## src/rtl/csa_accum_ctrl.sv

```systemverilog
// csa_accum_ctrl: multi-operand accumulator. Each operand is folded into a
// redundant sum/carry pair with a 3:2 compressor. At packet end the pair is
// resolved CHUNK bits per cycle and the sum is offered on a valid/ready port.
// Optional feature macro: CSA_ACCUM_CTRL_FORCED_FLAG_EN adds out_forced,
// which flags packets closed by reaching MAX_OPS rather than by in_last.
//
// Handshake: a transfer happens on a rising edge where valid && ready are
// both high. The producer holds its payload stable while valid is high and
// ready is low. Ready never depends on valid on the same port.
module csa_accum_ctrl #(
  parameter int N       = 8,
  parameter int MAX_OPS = 4,
  parameter int CHUNK   = 4,
  localparam int ACC_W  = N + $clog2(MAX_OPS),
  localparam int CNT_W  = $clog2(MAX_OPS + 1),
  localparam int NCHUNK = (ACC_W + CHUNK - 1) / CHUNK,
  localparam int IDX_W  = $clog2(NCHUNK + 1)
) (
  input  logic             clk,
  input  logic             rst_n,
  input  logic             in_valid,
  output logic             in_ready,
  input  logic [N-1:0]     in_data,
  input  logic             in_last,
  output logic             out_valid,
  input  logic             out_ready,
  output logic [ACC_W-1:0] out_result,
  output logic [CNT_W-1:0] out_count
`ifdef CSA_ACCUM_CTRL_FORCED_FLAG_EN
  ,
  output logic             out_forced
`endif
);

  typedef enum logic [1:0] {S_IDLE, S_ACCUM, S_RESOLVE, S_DONE} state_e;

  localparam logic [ACC_W-1:0] CHUNK_MASK = ACC_W'((1 << CHUNK) - 1);

  state_e           state_q, state_d;
  logic [ACC_W-1:0] sum_q, sum_d;
  logic [ACC_W-1:0] carry_q, carry_d;
  logic [CNT_W-1:0] count_q, count_d;
  logic [IDX_W-1:0] idx_q, idx_d;
  logic             cc_q, cc_d;
  logic [ACC_W-1:0] result_q, result_d;

  logic [ACC_W-1:0] x_ext;
  logic [CNT_W-1:0] cnt_inc;
  logic             accept;
  logic [ACC_W-1:0] sum_sh, carry_sh, maj;
  logic [CHUNK:0]   csum;
  int               shamt;

  assign x_ext   = ACC_W'(in_data);
  assign cnt_inc = count_q + CNT_W'(1);
  assign accept  = in_valid && in_ready;

  assign in_ready   = (state_q == S_IDLE) || (state_q == S_ACCUM);
  assign out_valid  = (state_q == S_DONE);
  assign out_result = result_q;
  assign out_count  = count_q;

  // Next-state logic: compress in ACCUM, one chunk per cycle in RESOLVE.
  // RESOLVE writes chunks while idx < NCHUNK and spends idx == NCHUNK
  // handing over to DONE, so out_valid rises NCHUNK+1 edges after the
  // final accept.
  always_comb begin
    state_d  = state_q;
    sum_d    = sum_q;
    carry_d  = carry_q;
    count_d  = count_q;
    idx_d    = idx_q;
    cc_d     = cc_q;
    result_d = result_q;
    shamt    = int'(idx_q) * CHUNK;
    sum_sh   = sum_q >> shamt;
    carry_sh = carry_q >> shamt;
    csum     = {1'b0, sum_sh[CHUNK-1:0]} + {1'b0, carry_sh[CHUNK-1:0]}
             + {{CHUNK{1'b0}}, cc_q};
    maj      = (sum_q & carry_q) | (sum_q & x_ext) | (carry_q & x_ext);
    unique case (state_q)
      S_IDLE: begin
        if (accept) begin
          sum_d   = x_ext;
          carry_d = '0;
          count_d = CNT_W'(1);
          idx_d   = '0;
          cc_d    = 1'b0;
          state_d = in_last ? S_RESOLVE : S_ACCUM;
        end
      end
      S_ACCUM: begin
        if (accept) begin
          sum_d   = sum_q ^ carry_q ^ x_ext;
          carry_d = maj << 1;
          count_d = cnt_inc;
          if (in_last || (cnt_inc == CNT_W'(MAX_OPS))) begin
            idx_d   = '0;
            cc_d    = 1'b0;
            state_d = S_RESOLVE;
          end
        end
      end
      S_RESOLVE: begin
        if (idx_q == IDX_W'(NCHUNK)) begin
          state_d = S_DONE;
        end else begin
          // Bits shifted past ACC_W drop out, which discards the top carry.
          result_d = (result_q & ~(CHUNK_MASK << shamt))
                   | (ACC_W'(csum[CHUNK-1:0]) << shamt);
          cc_d     = csum[CHUNK];
          idx_d    = idx_q + IDX_W'(1);
        end
      end
      S_DONE: begin
        if (out_ready) state_d = S_IDLE;
      end
      default: state_d = S_IDLE;
    endcase
  end

  // State and datapath registers with synchronous active-low reset.
  always_ff @(posedge clk) begin
    if (!rst_n) begin
      state_q  <= S_IDLE;
      sum_q    <= '0;
      carry_q  <= '0;
      count_q  <= '0;
      idx_q    <= '0;
      cc_q     <= 1'b0;
      result_q <= '0;
    end else begin
      state_q  <= state_d;
      sum_q    <= sum_d;
      carry_q  <= carry_d;
      count_q  <= count_d;
      idx_q    <= idx_d;
      cc_q     <= cc_d;
      result_q <= result_d;
    end
  end

`ifdef CSA_ACCUM_CTRL_FORCED_FLAG_EN
  logic forced_q, forced_d;

  // Record why a packet ended, on the accept that ends it.
  always_comb begin
    forced_d = forced_q;
    if (accept && (in_last || ((state_q == S_ACCUM) && (cnt_inc == CNT_W'(MAX_OPS)))))
      forced_d = !in_last;
  end

  // Termination-cause flag register.
  always_ff @(posedge clk) begin
    if (!rst_n) forced_q <= 1'b0;
    else        forced_q <= forced_d;
  end

  assign out_forced = forced_q;
`endif

endmodule

```

## config.mk

```make
export PLATFORM = sky130hd
export DESIGN_NAME = csa_accum_ctrl
export DESIGN_NICKNAME = d
export VERILOG_FILES = /design/src/rtl/csa_accum_ctrl.sv
export SDC_FILE = /design/constraint.sdc
export NUM_CORES = 1
export LEC_CHECK = 0
export ABC_AREA = 1
export CORE_MARGIN = 10
export CORE_UTILIZATION = 44
export DETAILED_ROUTE_END_ITERATION = 8
export MAX_ROUTING_LAYER = met4
export PLACE_DENSITY = 0.66
export SETUP_SLACK_MARGIN = 0.15
export SYNTH_ARGS = -nofsm -noshare
export SYNTH_HDL_FRONTEND = slang
export SYNTH_SLANG_ARGS = --single-unit
```

## constraint.sdc

```tcl
create_clock -name clk -period 2.9 [get_ports clk]
set_input_delay 0.29 -clock clk [delete_from_list [all_inputs] [get_ports clk]]
set_output_delay 0.29 -clock clk [all_outputs]
set_load 0.02 [all_outputs]
```

Word-level counts from Yosys, hierarchy flattened
Cells that the tools add are included.
{ "word_totals": {"regBits": 38, "output_inout_bits": 15, "input_bits": 13, "wordCells": 73} }
{ "classes": {"add_sub_neg": 4, "bitwise": 11, "n_shift": 4, "n_eq_ne": 11, "n_reduce_logical": 10, "mux": 26} }
{ "ops": {"columns": ["cell", "count"], "rows": [
  ["two-way mux 10 bit", 4],
  ["one-hot mux 10 bit (2 select lines)", 2],
  ["two-way mux 2 bit", 10],
  [">> shifter 10 x 4 -> 4 bit", 2],
  ["AND 9 x 8 -> 9 bit", 2],
  ["bitwise OR 9 bit", 2],
  ["AND 10 bit", 1],
  ["NOT 10 bit", 1],
  ["bitwise OR 10 bit", 1],
  ["AND reduction 5 bit", 2],
  ["<< shifter 4 x 4 -> 10 bit", 1],
  ["<< shifter 4 x 4 -> 10 bit, first input constant", 1],
  ["XOR 10 bit", 1],
  ["XOR 10 x 8 -> 10 bit", 1],
  ["AND 9 bit", 1],
  ["inequality test 2 bit, second input constant", 4],
  ["one-hot mux 2 bit (4 select lines)", 1],
  ["== test 2 bit, second input constant", 3],
  ["two-way mux 3 bit", 2],
  ["one-hot mux 2 bit (3 select lines)", 1],
  ["one-hot mux 3 bit (2 select lines)", 1],
  ["adder 4 x 4 -> 5 bit", 1],
  ["adder 5 x 1 -> 5 bit", 1],
  ["two-way mux 1 bit", 4],
  ["14 further kinds", 16]
]} }

Longest topological paths before layout
{ "depth": {"word_depth": 6, "mapped_depth": 12, "depth_no_buf": 12} }

Worst setup path after synthesis
No wires, ideal clock.
{ "synth_timing": {"path_type": "register to register", "from": "reg idx_q[1]", "to": "reg cc_q", "setup_ns": 0.113, "t_arrival_ns": 2.056, "n_path_buf": 0, "path_slack_ns": 0.731, "t_required_ns": 2.787, "period_less_slack_ns": 2.169, "stages_incl_launch_ff": 12, "path_cell_list": "dfxtp_1 > inv_1 > nand2_1 > o211ai_1 > fa_1 > fa_1 > nand2_1 > inv_1 > o21ai_0 > a21oi_1 > nor2_1 > nor2_1"} }
{ "synth_via": {"elab_chain_cells": 5, "elab_cells_between_ends": 9, "classes_between": "add/sub (2); eq/ne (2); shift (2); mux (2); reduce/logical (1)"} }
{ "synth_lines": {"columns": ["item", "line", "text"], "rows": [
  ["start, declared", "43", "logic [IDX_W-1:0] idx_q, idx_d;"],
  ["start signal, assigned", "137", "idx_q <= idx_d;"],
  [">> shifter 10 x 4 -> 4 bit (on tied branches)", "76, 77", null],
  ["adder 4 x 4 -> 5 bit", "78", "csum = {1'b0, sum_sh[CHUNK-1:0]} + {1'b0, carry_sh[CHUNK-1:0]}"],
  ["adder 5 x 1 -> 5 bit", "79", "+ {{CHUNK{1'b0}}, cc_q};"],
  ["two-way mux 1 bit", "105", "if (idx_q == IDX_W'(NCHUNK)) begin"],
  ["one-hot mux 1 bit (3 select lines)", "81", "unique case (state_q)"],
  ["end signal, assigned", "130", "cc_q <= 1'b0;"],
  ["end signal, assigned", "138", "cc_q <= cc_d;"],
  ["end, declared", "44", "logic cc_q, cc_d;"]
]} }
Parallel ways exist; a longest one is shown, timed or not. The select of a mux whose other input is x is not followed.
A chain may end at the register's enable or synchronous reset.

Worst setup path in the final report
Same ends and word-level chain as after synthesis.

==> results_dict.tcl <==
set metrics [dict create \
    synthCells 284 \
    cts_buffers 5 \
    path_cells "inv_1 -> nand2_1 -> o211ai_1 -> fa_1 -> fa_1 -> nand2_1 -> inv_1 -> o21ai_0 -> a21oi_1 -> nor2_1 -> nor2_1" \
    drt-initial-drc-count 99 \
    p_leak_nw 1.072 \
    async_flop_share_pct 0 \
    p_comb_share_pct 46.2 \
    min_period_ns 2.389 \
    fin_setup_tns_ns 0 \
    cts_resized 0 \
    worstSkewPairLatency_ns 0.29 \
    detail_route.vias_per_cell 4.824 \
    cts-root-buf "clkbuf_8" \
    top_signal_layer_used "met4" \
    ys_ff_latch 37 \
    met3_length_um 208 \
    yosysMostFrequentCell "nand2_1" \
    h-tree-depth 2 \
    grt_pass1_vias 1729 \
    cts_setup_buffers 0 \
    wl_met2_um 2079 \
    ant_nets 0 \
    crit_required_ns 3.09 \
    clock_skew_ns 0.002295 \
    status "completed" \
    internal_power_mw 1.087 \
    max-slew-margin-rel_pct 58.79 \
    dr.pass1.iters 4 \
    pin_count 28 \
    p_clk_share_pct 19.6 \
    hpwl_um 3547 \
    yosysWarnings 0 \
    grt_max_degree 28 \
    synth_nets 321 \
    ctsHoldBuffers 0 \
    cts_sinks 37 \
    max_freq_ghz 0.4185 \
    hold_path.class "reg -> reg" \
    switching_share_pct 41.79 \
    worstMarginPinSlew_ns 0.6175 \
    die_y_um 91.03 \
    rows 25 \
    setup_viol 0 \
    start_kind "flop" \
    crit_path_end_kind "flop" \
    antenna_cells 0 \
    initial_core_util_pct 46.08 \
    wl_met1_um 2210 \
    hold_slack_ns 0.4602 \
    yosysTopAreaCell "dfxtp_1" \
    synth_area_leaders "dfxtp_1, nand2_1, ha_1" \
    finalCritPeriodShare_pct 82.39 \
    synth_top_area_share_pct 33.37 \
    synth_ff_type "dfxtp_1" \
    fin_nets 350 \
    ys_seq_area_share_pct 33.37 \
    synthTopCellsByCount "nand2_1, inv_1, dfxtp_1, a21oi_1, nor2_1" \
    cap_violations 0 \
    powerDensity_mw_per_mm2 708.7 \
    cts_tree "built" \
    io_buffers 27 \
    drive_gt1_share_pct 11.50 \
    antenna_found_initial 0 \
    finalMaxSlewViolations 0 \
    peakVddDrop_uv 289.3 \
    worst_path_largest_cell_delay_ns 0.45 \
    avgRoutedWirePerCell_um 12.04 \
    drc_errors 0 \
    clock_path_buffers 2 \
    grt_pass1_wl_um 8079 \
    path_class "reg -> reg" \
    synth-edff-count 0 \
    wl_um 4575 \
    clkSlewWorstSetupHoldPaths_ns 0.07 \
    crit_fanout 9 \
    avgSynthCellArea_um2 7.816 \
    fp.dieW_um 91.03 \
    grt_usage_pct 11.87 \
    cp_data_arrival_time_ns 2.58 \
    synth_area_mm2 0.002220 \
    p_switching_mw 0.7804 \
    core_mm2 0.004817 \
    cpMaxStageDelayCell "fa_1" \
    synthToLayoutAreaGrowth_pct 18.71 \
    dieArea_mm2 0.008286 \
    pwr-share-seq_pct 34.2 \
    overflow 0 \
    gp_congestion 0.8059 \
    num_vias 1833 \
    hold_viol_final 0 \
    rsz0062_at_grt "false" \
    synth_cell_type_count 30 \
    fillers 499 \
]
-- path summary, 6_finish.rpt --
path,start,cells after the start,end,slack (ns)
min reg2reg,carry_q[5],2,carry_q[5],0.46
min,carry_q[5],2,carry_q[5],0.46
max reg2reg,idx_q[1],11,cc_q,0.51
max,idx_q[1],11,cc_q,0.51
-- kinds of logic (layout without fill, tap and decap cells) --
family,after synthesis,in the layout,synth area share (%)
xor gates and xnor gates,1,1,0.3947
AOI/OAI and AO/OA,54,54,16.29
adders and majority gates,24,24,16.57
DFF,37,37,33.37
and+or+nand+nor,119,119,24.46
buffers and inverters,49,78,8.906
-- metrics by stage --
step / utilization, % / cells / total power [mW] / cell area [µm²] / worst slack [ns]
floorplan: - / 284 / 1.318 / 2220 / 0.7310
global placement: 52.91 / 373 / 1.511 / 2549 / 0.5825
detailed placement: 52.91 / 373 / 1.519 / 2549 / 0.5193
CTS: 54.70 / 380 / 1.890 / 2635 / 0.5010
global route: 54.70 / 380 / 2.050 / 2635 / 0.2929
finish: 54.70 / 380 / 1.868 / 2635 / 0.5106
-- registers in the layout, summed over array words and instances (netlist names) --
register    count
carry_q         9
idx_q           2
sum_q          10
out_count       3
out_result     10
state_q         2
cc_q            1
-- power groups by stage --
stage	Combinational (mW)	Sequential (mW)	Clock (mW)
after floorplan	0.657	0.660	0
after global placement	0.863	0.648	0
after detailed placement	0.869	0.650	0
after CTS	0.873	0.639	0.378
after global routing	0.998	0.648	0.403
final	0.863	0.639	0.366
-- layout make-up --
cell class                      count  area, µm²  area share, %
Tap cell                           67      83.83          3.181
Sequential cell                    37      740.7          28.11
Inverter                           42      157.7          5.983
Clock buffer                        7      86.33          3.276
Multi-Input combinational cell    198       1281          48.62
Timing Repair Buffer               29      285.3          10.83
-- critical path, delay by kind of cell (launching register included) --
kind	cells	cell delay (ns)
AND/OR/NAND/NOR	4	0.54
AO/OA/AOI/OAI	3	0.37
buffers and inverters	2	0.15
adder cells (fa/ha/maj)	2	0.85
flip-flops	1	0.39
-- per-layer routing --
metal  vias up  track usage [%]
met5         -                -
met4         0            4.308
met3         6            3.704
met2        26            18.02
met1       836            14.47
li1        965                -
-- placed cells by master, fill, tap and decap left out, types with 3 or more instances in the layout --
cell / instances
a21oi_1: 25
clkbuf_8: 6
dfxtp_1: 37
inv_1: 40
fa_1: 9
nor2_2: 3
nand2_1: 67
or2_2: 8
a211oi_1: 8
ha_1: 15
a211oi_2: 7
o22ai_1: 4
nor2_1: 22
nand3_1: 9
nor2_4: 4
o21ai_0: 5
clkdlybuf4s50_1: 27
Note: power is estimated with default switching activity, not from simulation.
